File: src/rtl/bram_port_pattern_tester_if.sv
// One port of a true dual-port one-cycle block RAM: request side driven by the
// tester (master), read data/valid returned by the RAM (slave).
interface bram_port_pattern_tester_if #(
    parameter int DATA_WIDTH = 32,
    parameter int ADDR_WIDTH = 8
);
    logic [ADDR_WIDTH-1:0] RAM_ADDR;
    logic [DATA_WIDTH-1:0] RAM_DI;
    logic                  RAM_WE;
    logic                  RAM_RE;
    logic                  RAM_EN;
    logic [DATA_WIDTH-1:0] RAM_DO;
    logic                  RAM_DO_VALID;

    modport master (
        output RAM_ADDR, RAM_DI, RAM_WE, RAM_RE, RAM_EN,
        input  RAM_DO, RAM_DO_VALID
    );

    modport slave (
        input  RAM_ADDR, RAM_DI, RAM_WE, RAM_RE, RAM_EN,
        output RAM_DO, RAM_DO_VALID
    );
endinterface

File: src/rtl/bram_port_pattern_tester.sv
// Block RAM port tester: writes seeded pattern to every address, reads back, counts mismatches.
// Define BRAM_TESTER_INVERT_PASS_EN for a second pass with inverted data.
module bram_port_pattern_tester #(
    parameter int DATA_WIDTH = 32,
    parameter int ADDR_WIDTH = 8,
    parameter int ERR_WIDTH  = 16
) (
    input  logic                  CLK,
    input  logic                  RST_N,
    input  logic                  START,
    input  logic [DATA_WIDTH-1:0] SEED,
    output logic                  BUSY,
    output logic                  DONE,
    output logic                  PASS,
    output logic [ERR_WIDTH-1:0]  ERR_COUNT,
    output logic                  FIRST_ERR_VALID,
    output logic [ADDR_WIDTH-1:0] FIRST_ERR_ADDR,
    bram_port_pattern_tester_if.master ram
);
    typedef enum logic [2:0] {S_IDLE, S_WRITE, S_READ, S_DRAIN, S_DONE} state_t;

    localparam logic [ADDR_WIDTH-1:0] ADDR_LAST = '1;
    localparam logic [ADDR_WIDTH-1:0] ADDR_ONE  = ADDR_WIDTH'(1);
    localparam logic [ERR_WIDTH-1:0]  ERR_MAX   = '1;
    localparam logic [ERR_WIDTH-1:0]  ERR_ONE   = ERR_WIDTH'(1);

    state_t                state_q, state_d;
    logic [DATA_WIDTH-1:0] seed_q, seed_d;
    logic [ADDR_WIDTH-1:0] addr_q, addr_d;
    logic [ADDR_WIDTH-1:0] exp_addr_q, exp_addr_d;
    logic [DATA_WIDTH-1:0] di_q, di_d;
    logic                  en_q, en_d, we_q, we_d, re_q, re_d;
    logic [ERR_WIDTH-1:0]  err_q, err_d;
    logic                  fev_q, fev_d;
    logic [ADDR_WIDTH-1:0] fea_q, fea_d;
    logic                  inv;
    logic                  mismatch;

`ifdef BRAM_TESTER_INVERT_PASS_EN
    logic pass_q, pass_d;
    assign inv = pass_q;
`else
    assign inv = 1'b0;
`endif

    function automatic logic [DATA_WIDTH-1:0] pattern(input logic [DATA_WIDTH-1:0] s,
                                                      input logic [ADDR_WIDTH-1:0] a,
                                                      input logic                  iv);
        return (s + DATA_WIDTH'(a)) ^ {DATA_WIDTH{iv}};
    endfunction

    // Responses only count while a read phase is outstanding.
    assign mismatch = ram.RAM_DO_VALID && (state_q == S_READ || state_q == S_DRAIN) &&
                      (ram.RAM_DO != pattern(seed_q, exp_addr_q, inv));

    always_comb begin
        state_d    = state_q;
        seed_d     = seed_q;
        addr_d     = addr_q;
        exp_addr_d = exp_addr_q;
        di_d       = '0;
        en_d       = 1'b0;
        we_d       = 1'b0;
        re_d       = 1'b0;
        err_d      = err_q;
        fev_d      = fev_q;
        fea_d      = fea_q;
`ifdef BRAM_TESTER_INVERT_PASS_EN
        pass_d     = pass_q;
`endif
        case (state_q)
            S_IDLE, S_DONE: begin
                if (START) begin
                    state_d = S_WRITE;
                    seed_d  = SEED;
                    addr_d  = '0;
                    err_d   = '0;
                    fev_d   = 1'b0;
                    fea_d   = '0;
                    en_d    = 1'b1;
                    we_d    = 1'b1;
                    di_d    = pattern(SEED, '0, 1'b0);
`ifdef BRAM_TESTER_INVERT_PASS_EN
                    pass_d  = 1'b0;
`endif
                end
            end
            S_WRITE: begin
                en_d = 1'b1;
                if (addr_q == ADDR_LAST) begin
                    state_d = S_READ;
                    addr_d  = '0;
                    re_d    = 1'b1;
                end else begin
                    addr_d = addr_q + ADDR_ONE;
                    we_d   = 1'b1;
                    di_d   = pattern(seed_q, addr_q + ADDR_ONE, inv);
                end
            end
            S_READ: begin
                exp_addr_d = addr_q;
                if (addr_q == ADDR_LAST) begin
                    state_d = S_DRAIN;
                    addr_d  = '0;
                end else begin
                    addr_d = addr_q + ADDR_ONE;
                    en_d   = 1'b1;
                    re_d   = 1'b1;
                end
            end
            S_DRAIN: begin
`ifdef BRAM_TESTER_INVERT_PASS_EN
                if (!pass_q) begin
                    state_d = S_WRITE;
                    pass_d  = 1'b1;
                    addr_d  = '0;
                    en_d    = 1'b1;
                    we_d    = 1'b1;
                    di_d    = pattern(seed_q, '0, 1'b1);
                end else begin
                    state_d = S_DONE;
                end
`else
                state_d = S_DONE;
`endif
            end
            default: state_d = S_IDLE;
        endcase

        if (mismatch) begin
            if (err_q != ERR_MAX) err_d = err_q + ERR_ONE;
            if (!fev_q) begin
                fev_d = 1'b1;
                fea_d = exp_addr_q;
            end
        end
    end

    always_ff @(posedge CLK or negedge RST_N) begin
        if (!RST_N) begin
            state_q    <= S_IDLE;
            seed_q     <= '0;
            addr_q     <= '0;
            exp_addr_q <= '0;
            di_q       <= '0;
            en_q       <= 1'b0;
            we_q       <= 1'b0;
            re_q       <= 1'b0;
            err_q      <= '0;
            fev_q      <= 1'b0;
            fea_q      <= '0;
`ifdef BRAM_TESTER_INVERT_PASS_EN
            pass_q     <= 1'b0;
`endif
        end else begin
            state_q    <= state_d;
            seed_q     <= seed_d;
            addr_q     <= addr_d;
            exp_addr_q <= exp_addr_d;
            di_q       <= di_d;
            en_q       <= en_d;
            we_q       <= we_d;
            re_q       <= re_d;
            err_q      <= err_d;
            fev_q      <= fev_d;
            fea_q      <= fea_d;
`ifdef BRAM_TESTER_INVERT_PASS_EN
            pass_q     <= pass_d;
`endif
        end
    end

    assign BUSY            = (state_q == S_WRITE) || (state_q == S_READ) || (state_q == S_DRAIN);
    assign DONE            = (state_q == S_DONE);
    assign PASS            = DONE && (err_q == '0);
    assign ERR_COUNT       = err_q;
    assign FIRST_ERR_VALID = fev_q;
    assign FIRST_ERR_ADDR  = fea_q;

    assign ram.RAM_ADDR = addr_q;
    assign ram.RAM_DI   = di_q;
    assign ram.RAM_EN   = en_q;
    assign ram.RAM_WE   = we_q;
    assign ram.RAM_RE   = re_q;
endmodule

File: src/flat_wrapper.sv
// flat-port wrapper written by rule: the top's interface ports become plain ports
module bram_port_pattern_tester_flat 
#(
    parameter int DATA_WIDTH = 32,
    parameter int ADDR_WIDTH = 8,
    parameter int ERR_WIDTH  = 16
)
  (CLK, RST_N, START, SEED, BUSY, DONE, PASS, ERR_COUNT, FIRST_ERR_VALID, FIRST_ERR_ADDR, ram_RAM_ADDR, ram_RAM_DI, ram_RAM_WE, ram_RAM_RE, ram_RAM_EN, ram_RAM_DO, ram_RAM_DO_VALID);
  bram_port_pattern_tester_if #(.DATA_WIDTH(DATA_WIDTH), .ADDR_WIDTH(ADDR_WIDTH)) ram_i ();
  input  logic CLK;
  input  logic RST_N;
  input  logic START;
  input  logic [DATA_WIDTH-1:0] SEED;
  output logic BUSY;
  output logic DONE;
  output logic PASS;
  output logic [ERR_WIDTH-1:0] ERR_COUNT;
  output logic FIRST_ERR_VALID;
  output logic [ADDR_WIDTH-1:0] FIRST_ERR_ADDR;
  output wire logic [$bits(ram_i.RAM_ADDR)-1:0] ram_RAM_ADDR;
  output wire logic [$bits(ram_i.RAM_DI)-1:0] ram_RAM_DI;
  output wire logic [$bits(ram_i.RAM_WE)-1:0] ram_RAM_WE;
  output wire logic [$bits(ram_i.RAM_RE)-1:0] ram_RAM_RE;
  output wire logic [$bits(ram_i.RAM_EN)-1:0] ram_RAM_EN;
  input wire logic [$bits(ram_i.RAM_DO)-1:0] ram_RAM_DO;
  input wire logic [$bits(ram_i.RAM_DO_VALID)-1:0] ram_RAM_DO_VALID;
  assign ram_RAM_ADDR = ram_i.RAM_ADDR;
  assign ram_RAM_DI = ram_i.RAM_DI;
  assign ram_RAM_WE = ram_i.RAM_WE;
  assign ram_RAM_RE = ram_i.RAM_RE;
  assign ram_RAM_EN = ram_i.RAM_EN;
  assign ram_i.RAM_DO = ram_RAM_DO;
  assign ram_i.RAM_DO_VALID = ram_RAM_DO_VALID;
  bram_port_pattern_tester #(.DATA_WIDTH(DATA_WIDTH), .ADDR_WIDTH(ADDR_WIDTH), .ERR_WIDTH(ERR_WIDTH)) u_core (.CLK(CLK), .RST_N(RST_N), .START(START), .SEED(SEED), .BUSY(BUSY), .DONE(DONE), .PASS(PASS), .ERR_COUNT(ERR_COUNT), .FIRST_ERR_VALID(FIRST_ERR_VALID), .FIRST_ERR_ADDR(FIRST_ERR_ADDR), .ram(ram_i));
endmodule
File: config.mk
export PLATFORM = sky130hd
export DESIGN_NAME = bram_port_pattern_tester_flat
export DESIGN_NICKNAME = d
export VERILOG_FILES = /design/src/rtl/bram_port_pattern_tester_if.sv /design/src/rtl/bram_port_pattern_tester.sv /design/src/flat_wrapper.sv
export SDC_FILE = /design/constraint.sdc
export NUM_CORES = 1
export LEC_CHECK = 0
export ABC_AREA = 1
export CORE_ASPECT_RATIO = 1.25
export CORE_MARGIN = 1
export CORE_UTILIZATION = 44
export CTS_BUF_LIST = sky130_fd_sc_hd__clkbuf_4 sky130_fd_sc_hd__clkbuf_8
export CTS_CLUSTER_DIAMETER = 30
export DETAILED_ROUTE_END_ITERATION = 6
export GPL_TIMING_DRIVEN = 0
export MAX_ROUTING_LAYER = met4
export PLACE_DENSITY = 0.72
export SETUP_SLACK_MARGIN = 0.4
export SYNTH_ARGS = -nofsm -noshare
export SYNTH_HDL_FRONTEND = slang
export SYNTH_SLANG_ARGS = --single-unit
File: constraint.sdc
create_clock -name CLK -period 3.5 [get_ports CLK]
set_input_delay 0.525 -clock CLK [delete_from_list [all_inputs] [get_ports CLK]]
set_output_delay 0.525 -clock CLK [all_outputs]
set_load 0.01 [all_outputs]
==> results of run 1 <==
==> cell type report <==
cell class / count / area, sq um
clock inverters: 6 / 53.8
inverters: 146 / 551
multi-input cells: 771 / 4200
plain buffers: 22 / 134
fillers: 1633 / 7130
well taps: 220 / 275
repair buffers: 147 / 1470
clock buffers: 9 / 124
flip-flops and latches: 111 / 2780
==> cell usage in the layout, fill, tap and decap left out, drive strengths merged <==
| cell type | instances |
|---|---|
| a211oi | 1 |
| a21boi | 1 |
| a21oi | 38 |
| a31oi | 3 |
| and3 | 1 |
| buf | 21 |
| clkbuf | 20 |
| clkdlybuf4s50 | 137 |
| clkinv | 10 |
| dfrtp | 111 |
| fa | 2 |
| ha | 20 |
| inv | 142 |
| mux2 | 8 |
| nand2 | 331 |
| nand3 | 89 |
| nand3b | 9 |
| nand4 | 13 |
| nor2 | 98 |
| nor3 | 24 |
| nor4 | 2 |
| o21ai | 68 |
| o21bai | 1 |
| o22ai | 4 |
| o31ai | 7 |
| o32ai | 1 |
| o41ai | 1 |
| or2 | 3 |
| xnor2 | 14 |
| xor2 | 32 |
==> layer usage <==
metal | GRT usage [%] | vias up | wire (um)
li1 | - | 3654 | -
met1 | 30.4 | 3399 | 9020
met2 | 45.0 | 222 | 11100
met3 | 3.86 | 49 | 872
met4 | 12.3 | 0 | 839
met5 | - | - | 0
==> cells by family (layout without fill, tap and decap cells) <==
group / count (synthesis) / after routing / share of synthesized area (%)
buf+inv: 168 / 330 / 8.97
mux: 8 / 8 / 1.20
xor+xnor: 46 / 46 / 5.48
compound gates: 125 / 125 / 8.95
flops: 111 / 111 / 37.1
fa+ha+maj: 22 / 22 / 3.87
simple gates: 570 / 570 / 34.5
==> worst register-to-register path: stages, from the launching register on <==
cell and delay (ps):
sky130_fd_sc_hd__dfrtp_1 400, sky130_fd_sc_hd__ha_1 230, sky130_fd_sc_hd__nand3_2 140, sky130_fd_sc_hd__nor2_1 130, sky130_fd_sc_hd__nand2_1 90, sky130_fd_sc_hd__xor2_2 180, sky130_fd_sc_hd__inv_1 90, sky130_fd_sc_hd__ha_1 300
sky130_fd_sc_hd__nand2_1 70, sky130_fd_sc_hd__nor3_1 140, sky130_fd_sc_hd__a21oi_1 90, sky130_fd_sc_hd__inv_1 150, sky130_fd_sc_hd__a21oi_2 100, sky130_fd_sc_hd__inv_1 140, sky130_fd_sc_hd__nand2_2 110, sky130_fd_sc_hd__inv_4 120
sky130_fd_sc_hd__a21oi_1 80, sky130_fd_sc_hd__o31ai_1 310
==> state kept, by name, indices dropped and copies added, names as in the netlist <==
register                flops
u_core.ERR_COUNT           16
u_core.FIRST_ERR_ADDR       8
u_core.FIRST_ERR_VALID      1
u_core.exp_addr_q           8
u_core.ram.RAM_ADDR         8
u_core.ram.RAM_DI          32
u_core.ram.RAM_EN           1
u_core.ram.RAM_RE           1
u_core.ram.RAM_WE           1
u_core.seed_q              32
u_core.state_q              3
==> through the flow <==
step                      utilization [%]  std cells  area [sq um]  setup TNS (ps)
after floorplan                         -       1050          7490               0
after global placement               54.7       1408          9150         -282270
after detailed placement             54.9       1409          9180            -556
after CTS                            56.3       1425          9410               0
after global routing                 57.3       1432          9580               0
final                                57.3       1432          9580               0
==> power breakdown <==
part           internal, mW  switching [mW]  leakage (nW)  total, mW
registers              1.80           0.519          1.45       2.32
logic                  1.72            2.30          3.03       4.03
clock network         0.269           0.493        0.0935      0.762
==> timing repair <==
| item | in CTS | in global routing |
|---|---|---|
| buffers inserted | 1 | 7 |
| gates cloned | 0 | 0 |
| resized for setup | 11 | 27 |
| endpoints found under the setup margin | 19 | 48 |
| pin swaps | 1 | 8 |
==> worst min-delay path by stage <==
stage	to	startpoint	slack, ps	depth (start not counted)
2_1_floorplan	u_core.ERR_COUNT[0]	RST_N	230	0
3_3_place_gp	u_core.seed_q[0]	u_core.seed_q[0]	500	2
3_5_place_dp	u_core.ram.RAM_DI[31]	RST_N	470	1
4_1_cts	u_core.ram.RAM_DI[31]	RST_N	6	1
5_1_grt	u_core.ram.RAM_DI[31]	RST_N	20	1
6_report	u_core.ram.RAM_DI[31]	RST_N	8	1
==> results_dict.tcl, run 1 <==
set metrics [dict create \
    cts_hold_repair.buffers 0 \
    grt_overflow 0 \
    async_flop_share_pct 100 \
    fp.dieArea_sq_um 17600 \
    placement.io_buffers 138 \
    ys_seq_elements 111 \
    critPathMostFrequentCell "sky130_fd_sc_hd__inv_1" \
    totalPowerFinal_mw 7.11 \
    timing.final.crit_period_ps 2970 \
    core_area_sq_um 16700 \
    syn_inst 1050 \
    final_layout_net_count 1298 \
    synth_top_cells_by_count "sky130_fd_sc_hd__nand2_1 (296), sky130_fd_sc_hd__inv_1 (135), sky130_fd_sc_hd__dfrtp_1 (111), sky130_fd_sc_hd__nand3_1 (87), sky130_fd_sc_hd__nor2_1 (84)" \
    yosys_most_used_dff "sky130_fd_sc_hd__dfrtp_1" \
    crit_cells 17 \
    synth_top_area_share_pct 37.1 \
    post-synth-top-area-cell "sky130_fd_sc_hd__dfrtp_1" \
    tightest_slew_ps 749 \
    post_route_cells_drive_above_1_share_pct 10.5 \
    synth.yosys.warnings 0 \
    cts_buffers 9 \
    drc 0 \
    drt_iter0_drc 547 \
    critical_path_arrival_ps 3260 \
    finalWeightedCongestion 0.923 \
    tritoncts_num_sinks 111 \
    critical-path-max-stage-delay_ps 400 \
    synth-edff-count 0 \
    timing.max_cap.violations 0 \
    timing.final.ws_setup_ps 529 \
    crit_chain "ha_1, nand3_2, nor2_1, nand2_1, xor2_2, inv_1, ha_1, nand2_1, nor3_1, a21oi_1, inv_1, a21oi_2, inv_1, nand2_2, inv_4, a21oi_1, o31ai_1" \
    critical_path.n_buffers_inverters 4 \
    cts-htree-levels 3 \
    leakage_power_total_nw 4.57 \
    max_freq_mhz 337 \
    netlist_area_sq_um 7490 \
    synth_seq_area_share_pct 37.1 \
    vdd_ir_drop_max_v 0.000378 \
    worst_slew_margin_rel_pct 50.1 \
    critPathCaptureType "flip-flop" \
    hold_violations 0 \
    drt_wl_total_um 21800 \
    clk_pin_slew_ps 110 \
    regToRegEndpoint "u_core.ram.RAM_DI[23]" \
    grt_start_max_net_pins 72 \
    floorplan.initialDensity_pct 44.8 \
    outcome "finished, final reports clean" \
    via_per_inst 5.11 \
    postSynthAreaPerCell_sq_um 7.14 \
    die_x_um 119 \
    grt_first_pass_wirelength_um 34600 \
    synth.most_common_cell "sky130_fd_sc_hd__nand2_1" \
    postSynthNetCount 1140 \
    floorplan.die.height_um 148 \
    routedWlPerCell_um 15.2 \
    critical_path_slowest_stage_cell "sky130_fd_sc_hd__dfrtp_1" \
    grt.total_usage_pct 26.3 \
    num_rows 53 \
    detailedRoute.firstPassIterationCount 5 \
    crit_type "flip-flop to flip-flop" \
    clock_tree_from_tritoncts "done" \
    fin_worst_skew_ps 14.1 \
    crit_path_from "u_core.ram.RAM_ADDR[1]" \
    ys_top_cells_by_area "sky130_fd_sc_hd__dfrtp_1 (37%), sky130_fd_sc_hd__nand2_1 (15%), sky130_fd_sc_hd__inv_1 (6.8%)" \
    vias_in_the_first_global_route 7008 \
    design.portCount 139 \
    area_growth_syn_to_layout_pct 27.9 \
    routed-via-count 7324 \
    drtAntennaViolNets 0 \
    preCtsSetupSlack_ps -217 \
    timing.critical_path.required_ps 3790 \
    ff2ff_path_depth 17 \
    report.final.slew_viol_count 0 \
    rsz_0062_raised_after_global_routing "true" \
    clk_latency_ps 410 \
    hold_ws_ps 7.94 \
    critical_path.max_fanout 7 \
    report.final.setup_viol 0 \
    post-route-period-util_pct 84.9 \
    cellPowerDensity_nw_per_um2 742 \
    endpoint "u_core.ram.RAM_DI[23]" \
    yosysUniqueCellTypes 44 \
    dp.final_hpwl_um 17100 \
    antenna_found_initial 0 \
    insertedDiodeCount 0 \
    critical_path.startpoint_type "flip-flop" \
    ctsRootBufferMaster "sky130_fd_sc_hd__clkbuf_8" \
    regToRegSetupSlack_ps 530 \
    worst_path_dominant_cell_family "simple AND/OR/NAND/NOR gates" \
    worstHoldPathType "input port to asynchronous set/reset pin" \
    clock_path_buffers 2 \
    r2r-start "u_core.ram.RAM_ADDR[1]" \
]
No activity file was read; power rests on OpenSTA's default activity.
==> inputs of run 2 (changes only) <==
Clock period 3.5 ns to 3.09 ns, I/O delays scaled along.
==> run 2 against run 1 <==
  * Sequential share of layout area shrank 2.5 points
  * Utilization grew 5.6 points
  * Global-route usage grew 1.4 points
  * Critical path type unchanged
  * Count of clock-buffer cells in the layout grew 1
  * Final cell count grew 2.4%
  * Register-to-register slack lost 230 ps
  * Combinational power grew 32%
  * Clock skew grew 2.1 ps
  * Largest power group unchanged
==> results_dict.tcl, run 2 (same netlist as run 1, synthesis figures left out) <==
set metrics [dict create \
    multi_input_comb_area_sq_um 4710 \
    num_rows 53 \
    worstHoldPathType "input port to asynchronous set/reset pin" \
    grt.total_usage_pct 27.8 \
    cts-htree-levels 3 \
    r2r-start "u_core.ram.RAM_ADDR[2]" \
    crit_type "flip-flop to flip-flop" \
    ctsRootBufferMaster "sky130_fd_sc_hd__clkbuf_8" \
    rsz_0062_raised_after_global_routing "true" \
    preCtsSetupSlack_ps -384 \
    report.final.setup_viol 0 \
    floorplan.initialDensity_pct 44.8 \
    detailedRoute.firstPassIterationCount 5 \
    cts_buffers 9 \
    drc 0 \
    critical_path.max_fanout 6 \
    seq_power_share_pct 30.2 \
    dp.final_hpwl_um 17000 \
    grt_first_pass_wirelength_um 36500 \
    hold_ws_ps 487 \
    timing.final.crit_period_ps 2790 \
    outcome "finished, final reports clean" \
    post-route-period-util_pct 90.3 \
    critPathMostFrequentCell "sky130_fd_sc_hd__nand2_1" \
    post_route_cells_drive_above_1_share_pct 20.5 \
    area.sequential_sq_um 2790 \
    power_internal_mw 4.77 \
    clock_tree_from_tritoncts "done" \
    mostFrequentLayoutCell "sky130_fd_sc_hd__nand2_1" \
    core_area_sq_um 16700 \
    power.share.clock_pct 10.2 \
    area_growth_syn_to_layout_pct 40.3 \
    cellPowerDensity_nw_per_um2 849 \
    regToRegSetupSlack_ps 300 \
    critPathCaptureType "flip-flop" \
    grt_start_max_net_pins 78 \
    crit_cells 16 \
    timing.final.ws_setup_ps 301 \
    finished_layout_cells 1466 \
    critical_path_arrival_ps 3130 \
    grt_overflow 0 \
    netSwitchingPower_mw 4.16 \
    tightest_slew_ps 781 \
    combPwrFrac_pct 59.6 \
    switching_part_of_the_total_power_pct 46.6 \
    final_layout_net_count 1331 \
    max_freq_mhz 359 \
    critical_path.n_buffers_inverters 2 \
    die_x_um 119 \
    layout.core_utilization_pct 62.9 \
    totalPowerFinal_mw 8.93 \
    critical_path_slowest_stage_cell "sky130_fd_sc_hd__dfrtp_1" \
    design.portCount 139 \
    setup_tns_ps 0 \
    layout.filler_cells 1486 \
    vdd_ir_drop_max_v 0.000346 \
    antenna_found_initial 0 \
    worst_path_dominant_cell_family "simple AND/OR/NAND/NOR gates" \
    routed-via-count 7609 \
    regToRegEndpoint "u_core.ram.RAM_DI[30]" \
    place.detailed.instances 1409 \
    drt_iter0_drc 425 \
    tritoncts_num_sinks 111 \
    floorplan.die.height_um 148 \
    vias_in_the_first_global_route 7472 \
    leakage_power_total_nw 4.88 \
    clk_pin_slew_ps 120 \
    via_per_inst 5.19 \
    design_area_final_sq_um 10500 \
    worst_slew_margin_rel_pct 48.0 \
    fin_worst_skew_ps 16.2 \
    critical_path.startpoint_type "flip-flop" \
    critical-path-max-stage-delay_ps 430 \
    ff2ff_path_depth 16 \
    fp.dieArea_sq_um 17600 \
    timing.critical_path.required_ps 3430 \
    clk_latency_ps 410 \
    insertedDiodeCount 0 \
    placement.io_buffers 138 \
    drt_wl_total_um 23400 \
    timing.max_cap.violations 0 \
    report.final.slew_viol_count 0 \
    crit_chain "inv_2, nor3_4, nand4_1, nand2_1, inv_1, ha_4, nand2_1, nor2_1, a21oi_2, o21ai_4, nand2_4, nor2_4, nand3_4, o21ai_2, nand2_1, o21ai_1" \
    post_dp_area_sq_um 9180 \
    clock_path_buffers 2 \
    routedWlPerCell_um 15.9 \
    final_cell_mix "sky130_fd_sc_hd__nand2_1 (275), sky130_fd_sc_hd__clkdlybuf4s50_1 (136), sky130_fd_sc_hd__inv_1 (126)" \
    drtAntennaViolNets 0 \
    hold_violations 0 \
    finalWeightedCongestion 0.932 \
]
[run 2: cell count changes in the layout (fill, tap and decap cells not counted), sizes merged]
cell           delta
dlygate4sd3       +1
clkbuf            +3
clkdlybuf4s50     -1
buf              +30
dlymetal6s2s      +1
[run 2: power groups by stage]
stage,registers [mW],clock network (mW),logic (mW)
global route,2.77,0.981,5.84
global placement,2.64,0,4.31
finish,2.69,0.909,5.33
detailed placement,2.64,0,4.38
floorplan,2.67,0,2.64
CTS,2.65,0.933,4.82
[run 2: worst max-delay path by stage]
stage | from | end
floorplan | u_core.ram.RAM_ADDR[2] | u_core.ram.RAM_DI[26]
global placement | RST_N | u_core.ERR_COUNT[10]
detailed placement | u_core.ram.RAM_ADDR[2] | u_core.ram.RAM_DI[30]
CTS | u_core.ram.RAM_ADDR[1] | u_core.ram.RAM_DI[30]
global route | u_core.ram.RAM_ADDR[2] | u_core.ram.RAM_DI[30]
finish | u_core.ram.RAM_ADDR[2] | u_core.ram.RAM_DI[30]
[run 2: final cells by class]
type                            count  share of cell area [%]
Sequential cell                   111                    26.5
Inverter                          146                    5.28
Multi-Input combinational cell    771                    44.8
Clock buffer                       10                    1.25
Timing Repair Buffer              180                    17.5
Buffer                             22                    1.33
Tap cell                          220                    2.62
Clock inverter                      6                   0.619
[run 2: what timing repair did]
action / in CTS / in global routing
setup buffers: 23 / 14
gates cloned: 2 / 1
pin swaps: 33 / 36
hold buffers: 1 / 0
resized for setup: 87 / 95
endpoints found under the hold margin: 34 / 0
endpoints found under the setup margin: 52 / 52
[run 2: per-layer routing]
metal / wire length [um] / GRT usage [%] / vias up / part of all wire (%)
met5: 0 / - / - / 0
met4: 1250 / 16.7 / 0 / 5.4
met3: 944 / 2.58 / 68 / 4.0
met2: 12000 / 48.3 / 244 / 51
met1: 9210 / 30.8 / 3560 / 39
li1: - / - / 3737 / -
==> inputs of run 3 (changes only) <==
Settings changed: CORE_ASPECT_RATIO 1.25 to 1.75.
==> run 3 against run 2 <==
  * The run now ends with hold timing left
  * Global-route usage grew 2.3 points
  * Sequential share of layout area is essentially flat
  * Power grew 2.0%
  * Count of clock-buffer cells in the layout shrank 1
  * Design area is essentially flat
  * Utilization grew 0.74 points
  * Non-clock buffer count grew 2
  * Clock skew grew 4.2 ps
  * Sequential power grew 1%
  * Critical path depth is the same
  * Register-to-register slack lost 30 ps
  * Final cell count grew 0.41%
  * Largest cell class unchanged
==> results_dict.tcl, run 3 (same netlist as run 1, synthesis figures left out) <==
set metrics [dict create \
    vias_in_the_first_global_route 7731 \
    worstHoldPathType "input port to asynchronous set/reset pin" \
    antenna_found_initial 0 \
    report.final.setup_viol 0 \
    clock_tree_from_tritoncts "done" \
    design_area_final_sq_um 10500 \
    rsz_0062_raised_after_global_routing "true" \
    routed-via-count 7786 \
    tritoncts_num_sinks 111 \
    insertedDiodeCount 0 \
    clk_pin_slew_ps 130 \
    dp.final_hpwl_um 18600 \
    cts_buffers 9 \
    cts-htree-levels 3 \
    via_per_inst 5.29 \
    hold_ws_ps -0.342 \
    timing.final.crit_period_ps 2820 \
    final_cell_mix "sky130_fd_sc_hd__nand2_1 (272), sky130_fd_sc_hd__clkdlybuf4s50_1 (137), sky130_fd_sc_hd__inv_1 (128)" \
    critical_path_slowest_stage_cell "sky130_fd_sc_hd__dfrtp_1" \
    drt_wl_total_um 25500 \
    drt_iter0_drc 303 \
    post-route-period-util_pct 91.3 \
    floorplan.die.height_um 175 \
    floorplan.initialDensity_pct 45.3 \
    critical_path.startpoint_type "flip-flop" \
    critPathMostFrequentCell "sky130_fd_sc_hd__nand2_4" \
    max_freq_mhz 354 \
    placement.io_buffers 138 \
    drtAntennaViolNets 0 \
    clk_latency_ps 400 \
    clock_path_buffers 2 \
    worst_slew_margin_rel_pct 47.2 \
    hold_violations 2 \
    post_dp_area_sq_um 9190 \
    crit_type "flip-flop to flip-flop" \
    ff2ff_path_depth 16 \
    cellPowerDensity_nw_per_um2 866 \
    critPathCaptureType "flip-flop" \
    fp.dieArea_sq_um 17600 \
    totalPowerFinal_mw 9.11 \
    grt_overflow 0 \
    vdd_ir_drop_max_v 0.000443 \
    routedWlPerCell_um 17.3 \
    final_layout_net_count 1333 \
    leakage_power_total_nw 4.85 \
    grt_first_pass_wirelength_um 38800 \
    detailedRoute.firstPassIterationCount 5 \
    drc 0 \
    timing.critical_path.required_ps 3410 \
    mostFrequentLayoutCell "sky130_fd_sc_hd__nand2_1" \
    timing.max_cap.violations 0 \
    num_rows 62 \
    finalWeightedCongestion 0.980 \
    critical-path-max-stage-delay_ps 400 \
    crit_chain "buf_6, inv_4, nor3_4, nand4_1, nor2_1, xor2_1, inv_1, ha_4, nand2_4, o21ai_4, nand2_4, nor2_4, nand3_4, o21ai_2, nand2_1, o21ai_1" \
    report.final.slew_viol_count 0 \
    fin_worst_skew_ps 20.5 \
    critical_path.max_fanout 6 \
    core_area_sq_um 16500 \
    failed_checks "hold timing" \
    area_growth_syn_to_layout_pct 40.4 \
    critical_path_arrival_ps 3140 \
    design.portCount 139 \
    outcome "complete, but fails checks" \
    die_x_um 101 \
    grt_start_max_net_pins 58 \
    ctsRootBufferMaster "sky130_fd_sc_hd__clkbuf_8" \
    post_route_cells_drive_above_1_share_pct 20.9 \
    tightest_slew_ps 791 \
    grt.total_usage_pct 30.1 \
]
## run 3: final cells by class
type	instances	area, sq um
fill	1457	6010
multi-input combinational	771	4690
sequential	111	2790
timing repair buffer	182	1850
inverter	146	566
tap	224	280
buffer	22	141
clock buffer	9	124
clock inverter	7	81.3
## run 3: critical path, delay by kind of cell (launching register included)
kind / cells / cell delay [ps]
xor gates and xnor gates: 1 / 210
DFF: 1 / 400
buffers and inverters: 3 / 270
and+or+nand+nor: 8 / 1040
AOI/OAI and AO/OA: 3 / 490
adders and majority gates: 1 / 330
## run 3: per-layer routing
| metal | track usage (%) | wire length [um] |
|---|---|---|
| met1 | 29.4 | 8730 |
| met5 | - | 0 |
| met4 | 21.5 | 1830 |
| met3 | 3.44 | 1150 |
| met2 | 54.0 | 13800 |
## run 3: metrics by stage
stage          setup WS, ps  hold slack [ps]  instances  utilization [%]  TNS [ps]
2_1_floorplan           404              168       1050                -         0
3_5_place_dp           -421              461       1413             55.6     -1320
5_1_grt                90.5             39.9       1472             63.6         0
6_report                269           -0.342       1472             63.6         0
4_1_cts                 292             29.0       1464             61.4         0
3_3_place_gp          -2950              511       1412             55.4   -327300
## run 3: power breakdown
part	internal, mW	total (mW)	switching, mW
clock	0.387	0.947	0.560
combinational	2.41	5.43	3.03
sequential	2.05	2.73	0.678
total	4.85	9.11	4.26
## run 3: repair_timing
item | CTS | global route
setup endpoints to repair | 51 | 52
gates resized for setup | 100 | 85
setup buffers | 32 | 8
hold buffers | 0 | 0
pin swaps | 45 | 39
cloned | 3 | 0
## run 3: worst paths after layout
| path | to | from | slack (ps) |
|---|---|---|---|
| max reg2reg | u_core.ram.RAM_DI[26] | u_core.ram.RAM_ADDR[1] | 270 |
| min in group CLK | u_core.exp_addr_q[3] | u_core.exp_addr_q[3] | 570 |
| max in group asynchronous | u_core.seed_q[17] | RST_N | 2370 |
| max | u_core.ram.RAM_DI[26] | u_core.ram.RAM_ADDR[1] | 270 |
| min | u_core.ERR_COUNT[2] | RST_N | -0.3 |
| min reg2reg | u_core.exp_addr_q[3] | u_core.exp_addr_q[3] | 570 |
